==> src/rtl/dmac_main_controller_pkg.sv <==
// Shared types and encodings for the DMAC main controller and its bus bundle.
package dmac_pkg;

  typedef enum logic [3:0] {
    ST_IDLE,
    ST_BUS_REQ,
    ST_LATCH,
    ST_CFG_ADDR,
    ST_CFG_DATA,
    ST_CHECK,
    ST_START,
    ST_XFER,
    ST_DONE,
    ST_ABORT
  } dmac_ctrl_state_e;

  localparam logic [1:0] HTRANS_IDLE   = 2'b00;
  localparam logic [1:0] HTRANS_NONSEQ = 2'b10;
  localparam logic [1:0] HRESP_OKAY    = 2'b00;
  localparam logic [1:0] HRESP_ERROR   = 2'b01;

  localparam logic [1:0] CON_SEL_CH1 = 2'b00;
  localparam logic [1:0] CON_SEL_CH2 = 2'b01;
  localparam logic [1:0] CON_SEL_CFG = 2'b10;

  localparam logic [1:0] CFG_IDX_DADDR = 2'd0;
  localparam logic [1:0] CFG_IDX_SIZE  = 2'd1;
  localparam logic [1:0] CFG_IDX_CTRL  = 2'd2;

  // Peripheral 2 wins when both requests were latched, matching the datapath address decode.
  function automatic logic [1:0] chanFromReq(input logic [1:0] reqReg);
    logic [1:0] sel;
    case (reqReg)
      2'b10, 2'b11: sel = CON_SEL_CH2;
      default:      sel = CON_SEL_CH1;
    endcase
    return sel;
  endfunction

endpackage

==> src/rtl/dmac_main_controller_if.sv <==
// Handshake and datapath-control bundle between the DMAC main controller and its datapath/bus.
interface dmac_main_controller_if;

  logic [1:0] DmacReq;
  logic       HGrant;
  logic       HReady;
  logic [1:0] M_HResp;
  logic       C_config;
  logic       irq;
  logic [1:0] DmacReq_Reg;

  logic       HBusReq;
  logic       config_write;
  logic [1:0] config_HTrans;
  logic [1:0] addr_inc_sel;
  logic [1:0] con_sel;
  logic       con_en;
  logic       DmacReq_Reg_en;
  logic       SAddr_Reg_en;
  logic       DAddr_Reg_en;
  logic       Trans_sz_Reg_en;
  logic       Ctrl_Reg_en;
  logic       channel_en_1;
  logic       channel_en_2;
  logic [1:0] DmacAck;
  logic       cfg_err;

  modport master (
    input  DmacReq, HGrant, HReady, M_HResp, C_config, irq, DmacReq_Reg,
    output HBusReq, config_write, config_HTrans, addr_inc_sel, con_sel, con_en,
           DmacReq_Reg_en, SAddr_Reg_en, DAddr_Reg_en, Trans_sz_Reg_en, Ctrl_Reg_en,
           channel_en_1, channel_en_2, DmacAck, cfg_err
  );

  modport slave (
    output DmacReq, HGrant, HReady, M_HResp, C_config, irq, DmacReq_Reg,
    input  HBusReq, config_write, config_HTrans, addr_inc_sel, con_sel, con_en,
           DmacReq_Reg_en, SAddr_Reg_en, DAddr_Reg_en, Trans_sz_Reg_en, Ctrl_Reg_en,
           channel_en_1, channel_en_2, DmacAck, cfg_err
  );

endinterface

==> src/rtl/dmac_main_controller.sv <==
// DMAC main control FSM: arbitration, bus acquisition, three-word config fetch,
// channel run and completion acknowledge.
module dmac_main_controller
  import dmac_pkg::*;
(
  input logic              clk,
  input logic              rst,
  dmac_main_controller_if.master bus
);

  dmac_ctrl_state_e state_q, state_d;
  logic [1:0]       idx_q, idx_d;
  logic [1:0]       chanSel;

  assign chanSel = chanFromReq(bus.DmacReq_Reg);

  always_ff @(posedge clk or negedge rst) begin
    if (!rst) begin
      state_q <= ST_IDLE;
      idx_q   <= CFG_IDX_DADDR;
    end else begin
      state_q <= state_d;
      idx_q   <= idx_d;
    end
  end

  always_comb begin
    state_d              = state_q;
    idx_d                = idx_q;
    bus.HBusReq          = 1'b0;
    bus.config_write     = 1'b0;
    bus.config_HTrans    = HTRANS_IDLE;
    bus.addr_inc_sel     = idx_q;
    bus.con_sel          = CON_SEL_CFG;
    bus.con_en           = 1'b0;
    bus.DmacReq_Reg_en   = 1'b0;
    bus.SAddr_Reg_en     = 1'b0;
    bus.DAddr_Reg_en     = 1'b0;
    bus.Trans_sz_Reg_en  = 1'b0;
    bus.Ctrl_Reg_en      = 1'b0;
    bus.channel_en_1     = 1'b0;
    bus.channel_en_2     = 1'b0;
    bus.DmacAck          = 2'b00;
    bus.cfg_err          = 1'b0;

    case (state_q)
      ST_IDLE: begin
        if (bus.DmacReq != 2'b00) state_d = ST_BUS_REQ;
      end
      ST_BUS_REQ: begin
        bus.HBusReq = 1'b1;
        if (bus.HGrant && bus.HReady) state_d = ST_LATCH;
        else if (bus.DmacReq == 2'b00) state_d = ST_IDLE;
      end
      ST_LATCH: begin
        bus.HBusReq        = 1'b1;
        bus.DmacReq_Reg_en = 1'b1;
        bus.SAddr_Reg_en   = 1'b1;
        idx_d              = CFG_IDX_DADDR;
        state_d            = ST_CFG_ADDR;
      end
      ST_CFG_ADDR: begin
        bus.HBusReq       = 1'b1;
        bus.config_HTrans = HTRANS_NONSEQ;
        if (bus.HReady) state_d = ST_CFG_DATA;
      end
      ST_CFG_DATA: begin
        // Loads are gated combinationally so the datapath captures MRData on this very edge.
        bus.HBusReq = 1'b1;
        if (bus.M_HResp == HRESP_ERROR) begin
          state_d = ST_ABORT;
        end else if (bus.HReady && bus.M_HResp == HRESP_OKAY) begin
          case (idx_q)
            CFG_IDX_DADDR: bus.DAddr_Reg_en    = 1'b1;
            CFG_IDX_SIZE:  bus.Trans_sz_Reg_en = 1'b1;
            default:       bus.Ctrl_Reg_en     = 1'b1;
          endcase
          if (idx_q == CFG_IDX_CTRL) begin
            state_d = ST_CHECK;
          end else begin
            idx_d   = idx_q + 2'd1;
            state_d = ST_CFG_ADDR;
          end
        end
      end
      ST_CHECK: begin
        bus.HBusReq = 1'b1;
        state_d     = bus.C_config ? ST_START : ST_ABORT;
      end
      ST_START: begin
        bus.HBusReq      = 1'b1;
        bus.con_sel      = chanSel;
        bus.con_en       = 1'b1;
        bus.channel_en_1 = (chanSel == CON_SEL_CH1);
        bus.channel_en_2 = (chanSel == CON_SEL_CH2);
        state_d          = ST_XFER;
      end
      ST_XFER: begin
        bus.HBusReq      = 1'b1;
        bus.con_sel      = chanSel;
        bus.channel_en_1 = (chanSel == CON_SEL_CH1);
        bus.channel_en_2 = (chanSel == CON_SEL_CH2);
        if (bus.irq) state_d = ST_DONE;
      end
      ST_DONE: begin
        bus.DmacAck = (chanSel == CON_SEL_CH2) ? 2'b10 : 2'b01;
        state_d     = ST_IDLE;
      end
      ST_ABORT: begin
        bus.cfg_err = 1'b1;
        state_d     = ST_IDLE;
      end
      default: state_d = ST_IDLE;
    endcase
  end

endmodule

==> src/flat_wrapper.sv <==
// flat-port wrapper written by rule: the top's interface ports become plain ports
module dmac_main_controller_flat import dmac_pkg::*;
  (clk, rst, bus_DmacReq, bus_HGrant, bus_HReady, bus_M_HResp, bus_C_config, bus_irq, bus_DmacReq_Reg, bus_HBusReq, bus_config_write, bus_config_HTrans, bus_addr_inc_sel, bus_con_sel, bus_con_en, bus_DmacReq_Reg_en, bus_SAddr_Reg_en, bus_DAddr_Reg_en, bus_Trans_sz_Reg_en, bus_Ctrl_Reg_en, bus_channel_en_1, bus_channel_en_2, bus_DmacAck, bus_cfg_err);
  dmac_main_controller_if bus_i ();
  input logic clk;
  input logic rst;
  input wire logic [$bits(bus_i.DmacReq)-1:0] bus_DmacReq;
  input wire logic [$bits(bus_i.HGrant)-1:0] bus_HGrant;
  input wire logic [$bits(bus_i.HReady)-1:0] bus_HReady;
  input wire logic [$bits(bus_i.M_HResp)-1:0] bus_M_HResp;
  input wire logic [$bits(bus_i.C_config)-1:0] bus_C_config;
  input wire logic [$bits(bus_i.irq)-1:0] bus_irq;
  input wire logic [$bits(bus_i.DmacReq_Reg)-1:0] bus_DmacReq_Reg;
  output wire logic [$bits(bus_i.HBusReq)-1:0] bus_HBusReq;
  output wire logic [$bits(bus_i.config_write)-1:0] bus_config_write;
  output wire logic [$bits(bus_i.config_HTrans)-1:0] bus_config_HTrans;
  output wire logic [$bits(bus_i.addr_inc_sel)-1:0] bus_addr_inc_sel;
  output wire logic [$bits(bus_i.con_sel)-1:0] bus_con_sel;
  output wire logic [$bits(bus_i.con_en)-1:0] bus_con_en;
  output wire logic [$bits(bus_i.DmacReq_Reg_en)-1:0] bus_DmacReq_Reg_en;
  output wire logic [$bits(bus_i.SAddr_Reg_en)-1:0] bus_SAddr_Reg_en;
  output wire logic [$bits(bus_i.DAddr_Reg_en)-1:0] bus_DAddr_Reg_en;
  output wire logic [$bits(bus_i.Trans_sz_Reg_en)-1:0] bus_Trans_sz_Reg_en;
  output wire logic [$bits(bus_i.Ctrl_Reg_en)-1:0] bus_Ctrl_Reg_en;
  output wire logic [$bits(bus_i.channel_en_1)-1:0] bus_channel_en_1;
  output wire logic [$bits(bus_i.channel_en_2)-1:0] bus_channel_en_2;
  output wire logic [$bits(bus_i.DmacAck)-1:0] bus_DmacAck;
  output wire logic [$bits(bus_i.cfg_err)-1:0] bus_cfg_err;
  assign bus_i.DmacReq = bus_DmacReq;
  assign bus_i.HGrant = bus_HGrant;
  assign bus_i.HReady = bus_HReady;
  assign bus_i.M_HResp = bus_M_HResp;
  assign bus_i.C_config = bus_C_config;
  assign bus_i.irq = bus_irq;
  assign bus_i.DmacReq_Reg = bus_DmacReq_Reg;
  assign bus_HBusReq = bus_i.HBusReq;
  assign bus_config_write = bus_i.config_write;
  assign bus_config_HTrans = bus_i.config_HTrans;
  assign bus_addr_inc_sel = bus_i.addr_inc_sel;
  assign bus_con_sel = bus_i.con_sel;
  assign bus_con_en = bus_i.con_en;
  assign bus_DmacReq_Reg_en = bus_i.DmacReq_Reg_en;
  assign bus_SAddr_Reg_en = bus_i.SAddr_Reg_en;
  assign bus_DAddr_Reg_en = bus_i.DAddr_Reg_en;
  assign bus_Trans_sz_Reg_en = bus_i.Trans_sz_Reg_en;
  assign bus_Ctrl_Reg_en = bus_i.Ctrl_Reg_en;
  assign bus_channel_en_1 = bus_i.channel_en_1;
  assign bus_channel_en_2 = bus_i.channel_en_2;
  assign bus_DmacAck = bus_i.DmacAck;
  assign bus_cfg_err = bus_i.cfg_err;
  dmac_main_controller u_core (.clk(clk), .rst(rst), .bus(bus_i));
endmodule
==> config.mk <==
export PLATFORM = sky130hd
export DESIGN_NAME = dmac_main_controller_flat
export DESIGN_NICKNAME = d
export VERILOG_FILES = /design/src/rtl/dmac_main_controller_pkg.sv /design/src/rtl/dmac_main_controller_if.sv /design/src/rtl/dmac_main_controller.sv /design/src/flat_wrapper.sv
export SDC_FILE = /design/constraint.sdc
export NUM_CORES = 1
export LEC_CHECK = 0
export ABC_CLOCK_PERIOD_IN_PS = 2350
export CAP_MARGIN = 10
export CELL_PAD_IN_SITES_DETAIL_PLACEMENT = 1
export CELL_PAD_IN_SITES_GLOBAL_PLACEMENT = 1
export CORE_MARGIN = 2
export CORE_UTILIZATION = 27
export DETAILED_ROUTE_END_ITERATION = 6
export MAX_ROUTING_LAYER = met4
export PLACE_DENSITY = 0.79
export SLEW_MARGIN = 40
export SYNTH_ARGS = -nofsm -noshare
export SYNTH_HDL_FRONTEND = slang
export SYNTH_SLANG_ARGS = --single-unit
==> constraint.sdc <==
create_clock -name clk -period 2.35 [get_ports clk]
set_clock_uncertainty 0.2 [all_clocks]
set_input_delay 0.47 -clock clk [delete_from_list [all_inputs] [get_ports clk]]
set_output_delay 0.47 -clock clk [all_outputs]
set_load 0.02 [all_outputs]
==> results.sh <==
export IMPL_setup_slack_ps=45.6
export IMPL_finalCritPeriodShare_pct=98.1
export IMPL_drive_gt1_share_pct=22.1
export IMPL_ys_warn_count=0
export IMPL_p_per_area_nw_per_um2=1040
export IMPL_start_util_pct=28.9
export IMPL_io_buffers=27
export IMPL_cp_slowest_cell="or4_4"
export IMPL_utilization_pct=45.9
export IMPL_antenna_found_initial=0
export IMPL_num_antenna_cells=0
export IMPL_h_tree_depth=1
export IMPL_via_count=754
export IMPL_cts_tree="yes"
export IMPL_use_met3_pct=0.847
export IMPL_drtIter0Drc=10
export IMPL_top_usage_layer="met2"
export IMPL_cts_sinks=6
export IMPL_p_clk_share_pct=8.7
export IMPL_io_pins=31
export IMPL_dieArea_sq_um=2790
export IMPL_power_frac_seq_pct=19.3
export IMPL_rrSetupSlack_ps=160
export IMPL_gp_congestion=0.828
export IMPL_yosys_area_top_type="dfrtp_1"
export IMPL_grt_setup_unrepaired="true"
export IMPL_synth_seq_area_share_pct=23.3
export IMPL_die_w_microns=52.9
export IMPL_leakage_nw=0.536
export IMPL_timing_fmax_ghz=0.434
export IMPL_cp_arrival_ps=2220
export IMPL_syn_to_final_growth_pct=59.2
export IMPL_routed_wl_mm=2.06
export IMPL_coreArea_sq_um=2230
export IMPL_met2_usage_pct=31.5
export IMPL_status="completed"
export IMPL_grt_pass1_vias=725
export IMPL_cp_max_fo=3
export IMPL_cp_end_kind="flip-flop"
export IMPL_worstPathCellList="clkdlybuf4s50_1, a2bb2oi_1, a32o_1, or4_4, mux2_4"
export IMPL_wire_per_inst_microns=13.8
export IMPL_ir_drop_mv=0.484
export IMPL_fin_crit_ps=2300
export IMPL_grt_pass1_wl_mm=3.39
export IMPL_drc=0
export IMPL_drt_antenna_violating_nets=0
export IMPL_clock_path_buffers=2
export IMPL_synth_edff_count=0
export IMPL_r2r_end="u_core.state_q[0]"
export IMPL_setup_viol=0
export IMPL_grt_ovfl_total=0
export IMPL_slowest_delay_ps=570
export IMPL_routed_via_density=5.03
export IMPL_hold_buffers=0
export IMPL_finalPower_mw=1.06
export IMPL_grtUsageMet1_pct=20.0
export IMPL_ys_flop_type="dfrtp_1"
export IMPL_die_h_microns=52.9
export IMPL_path_clk_slew_ps=40
export IMPL_dpl_hpwl_mm=1.84
export IMPL_synth_cell_types=35
export IMPL_cp_data_required_time_ps=2270
export IMPL_internal_power_mw=0.587
export IMPL_ys_top_cells_by_count="nor2_1, nand2_1, inv_1"
export IMPL_start_kind="input port"
export IMPL_r2r_start="u_core.state_q[0]"
export IMPL_yosysTopAreaCellShare_pct=23.3
export IMPL_swShare_pct=44.8
export IMPL_synth_async_reset_ratio_pct=100
export IMPL_hold_class="input port to asynchronous set/reset pin"
export IMPL_cts_buffers=3
export IMPL_grt_max_degree=8
export IMPL_first_pass_iters=4
export IMPL_clock_latency_ps=240
export IMPL_dp_slack_ps=-361
export IMPL_cts_root_buffer="clkbuf_4"
export IMPL_hold_viol_final=0
export IMPL_nets=139
export IMPL_synthesis_area_sq_um=644
export IMPL_drv_cap=0
export IMPL_syn_avg_cell_area_sq_um=7.67
export IMPL_ys_seq_elements=6
export IMPL_slew_violations=0
export IMPL_synthCells=84
export IMPL_synth_most_common_cell="nor2_1"
export IMPL_p_switching_mw=0.477
export IMPL_path_class="input port to flip-flop"
export IMPL_combPwrFrac_pct=72.0
export IMPL_rows=17
export IMPL_ff2ff_path_depth=5
export IMPL_synth_area_top_cells="dfrtp_1, nor2_1, ha_1, buf_4, nand2_1"
export IMPL_grt_usage_pct=17.3
## layout make-up
class,instances,area (sq um)
Clock buffer,3,22.5
Fill cell,294,1210
Inverter,7,26.3
Multi-Input combinational cell,64,435
Sequential cell,6,150
Tap cell,28,35.0
Timing Repair Buffer,42,357
## power groups by stage
stage / registers [mW] / clock network, mW / logic [mW]
5_1_grt: 0.213 / 0.106 / 0.847
4_1_cts: 0.202 / 0.0974 / 0.778
3_5_place_dp: 0.202 / 0 / 0.791
2_1_floorplan: 0.200 / 0 / 0.451
6_report: 0.205 / 0.0924 / 0.767
3_3_place_gp: 0.199 / 0 / 0.763
## worst max-delay path: cells and delay by family
kind	cells	cell delay [ps]
muxes	1	320
buffers and inverters	1	430
and+or+nand+nor	1	570
AOI/OAI and AO/OA	2	430
## what timing repair did
| action | CTS | global route |
|---|---|---|
| setup buffers | 0 | 0 |
| endpoints found under the setup margin | 16 | 8 |
| resized for setup | 23 | 7 |
## registers in the layout, summed over array words and instances (netlist names)
name / cells
u_core.state_q: 4
u_core.bus.addr_inc_sel: 2
## cell families after synthesis
logic type | Yosys count | synth area share [%]
fa+ha+maj | 3 | 5.83
mux | 3 | 5.44
other cells | 1 | 0.582
compound gates | 14 | 15.3
buf+inv | 15 | 11.5
flops | 6 | 23.3
simple gates | 42 | 38.1
## worst max-delay path by stage
stage                            startpoint                   to  slack (ps)  cells past startpoint
final                        bus_DmacReq[0]    u_core.state_q[0]          50                      5
after global routing         bus_DmacReq[1]    u_core.state_q[0]          -4                      5
after CTS                    bus_M_HResp[1]     bus_DAddr_Reg_en          20                      5
after detailed placement         bus_HReady     bus_DAddr_Reg_en        -360                      4
after global placement           bus_HReady  bus_Trans_sz_Reg_en        -320                      4
after floorplan           u_core.state_q[3]    u_core.state_q[0]          60                      5
## placed cells by master, fill, tap and decap left out, drive strengths merged, types with 6 or more instances in the layout
| master | count |
|---|---|
| dlygate4sd2 | 11 |
| nor2 | 11 |
| buf | 18 |
| inv | 7 |
| dfrtp | 6 |
| clkdlybuf4s50 | 11 |
| nand2 | 8 |
## stage by stage
step                      cell area (sq um)  TNS [ps]  hold WS (ps)  instances
final                                  1030         0           259        150
after global routing                   1030     -5.48           260        150
after CTS                              1040         0           257        150
after floorplan                         648         0         -25.6         85
after global placement                 1020     -2200           331        147
after detailed placement               1020     -2430           367        147
## metal layers
layer / vias up / wire (microns) / share of wire, %
met5: - / 0 / 0
met4: 0 / 23 / 1.1
met3: 2 / 53 / 2.6
met2: 17 / 1130 / 55
met1: 370 / 854 / 41
li1: 365 / - / -
No activity file was read; power rests on OpenSTA's default activity.
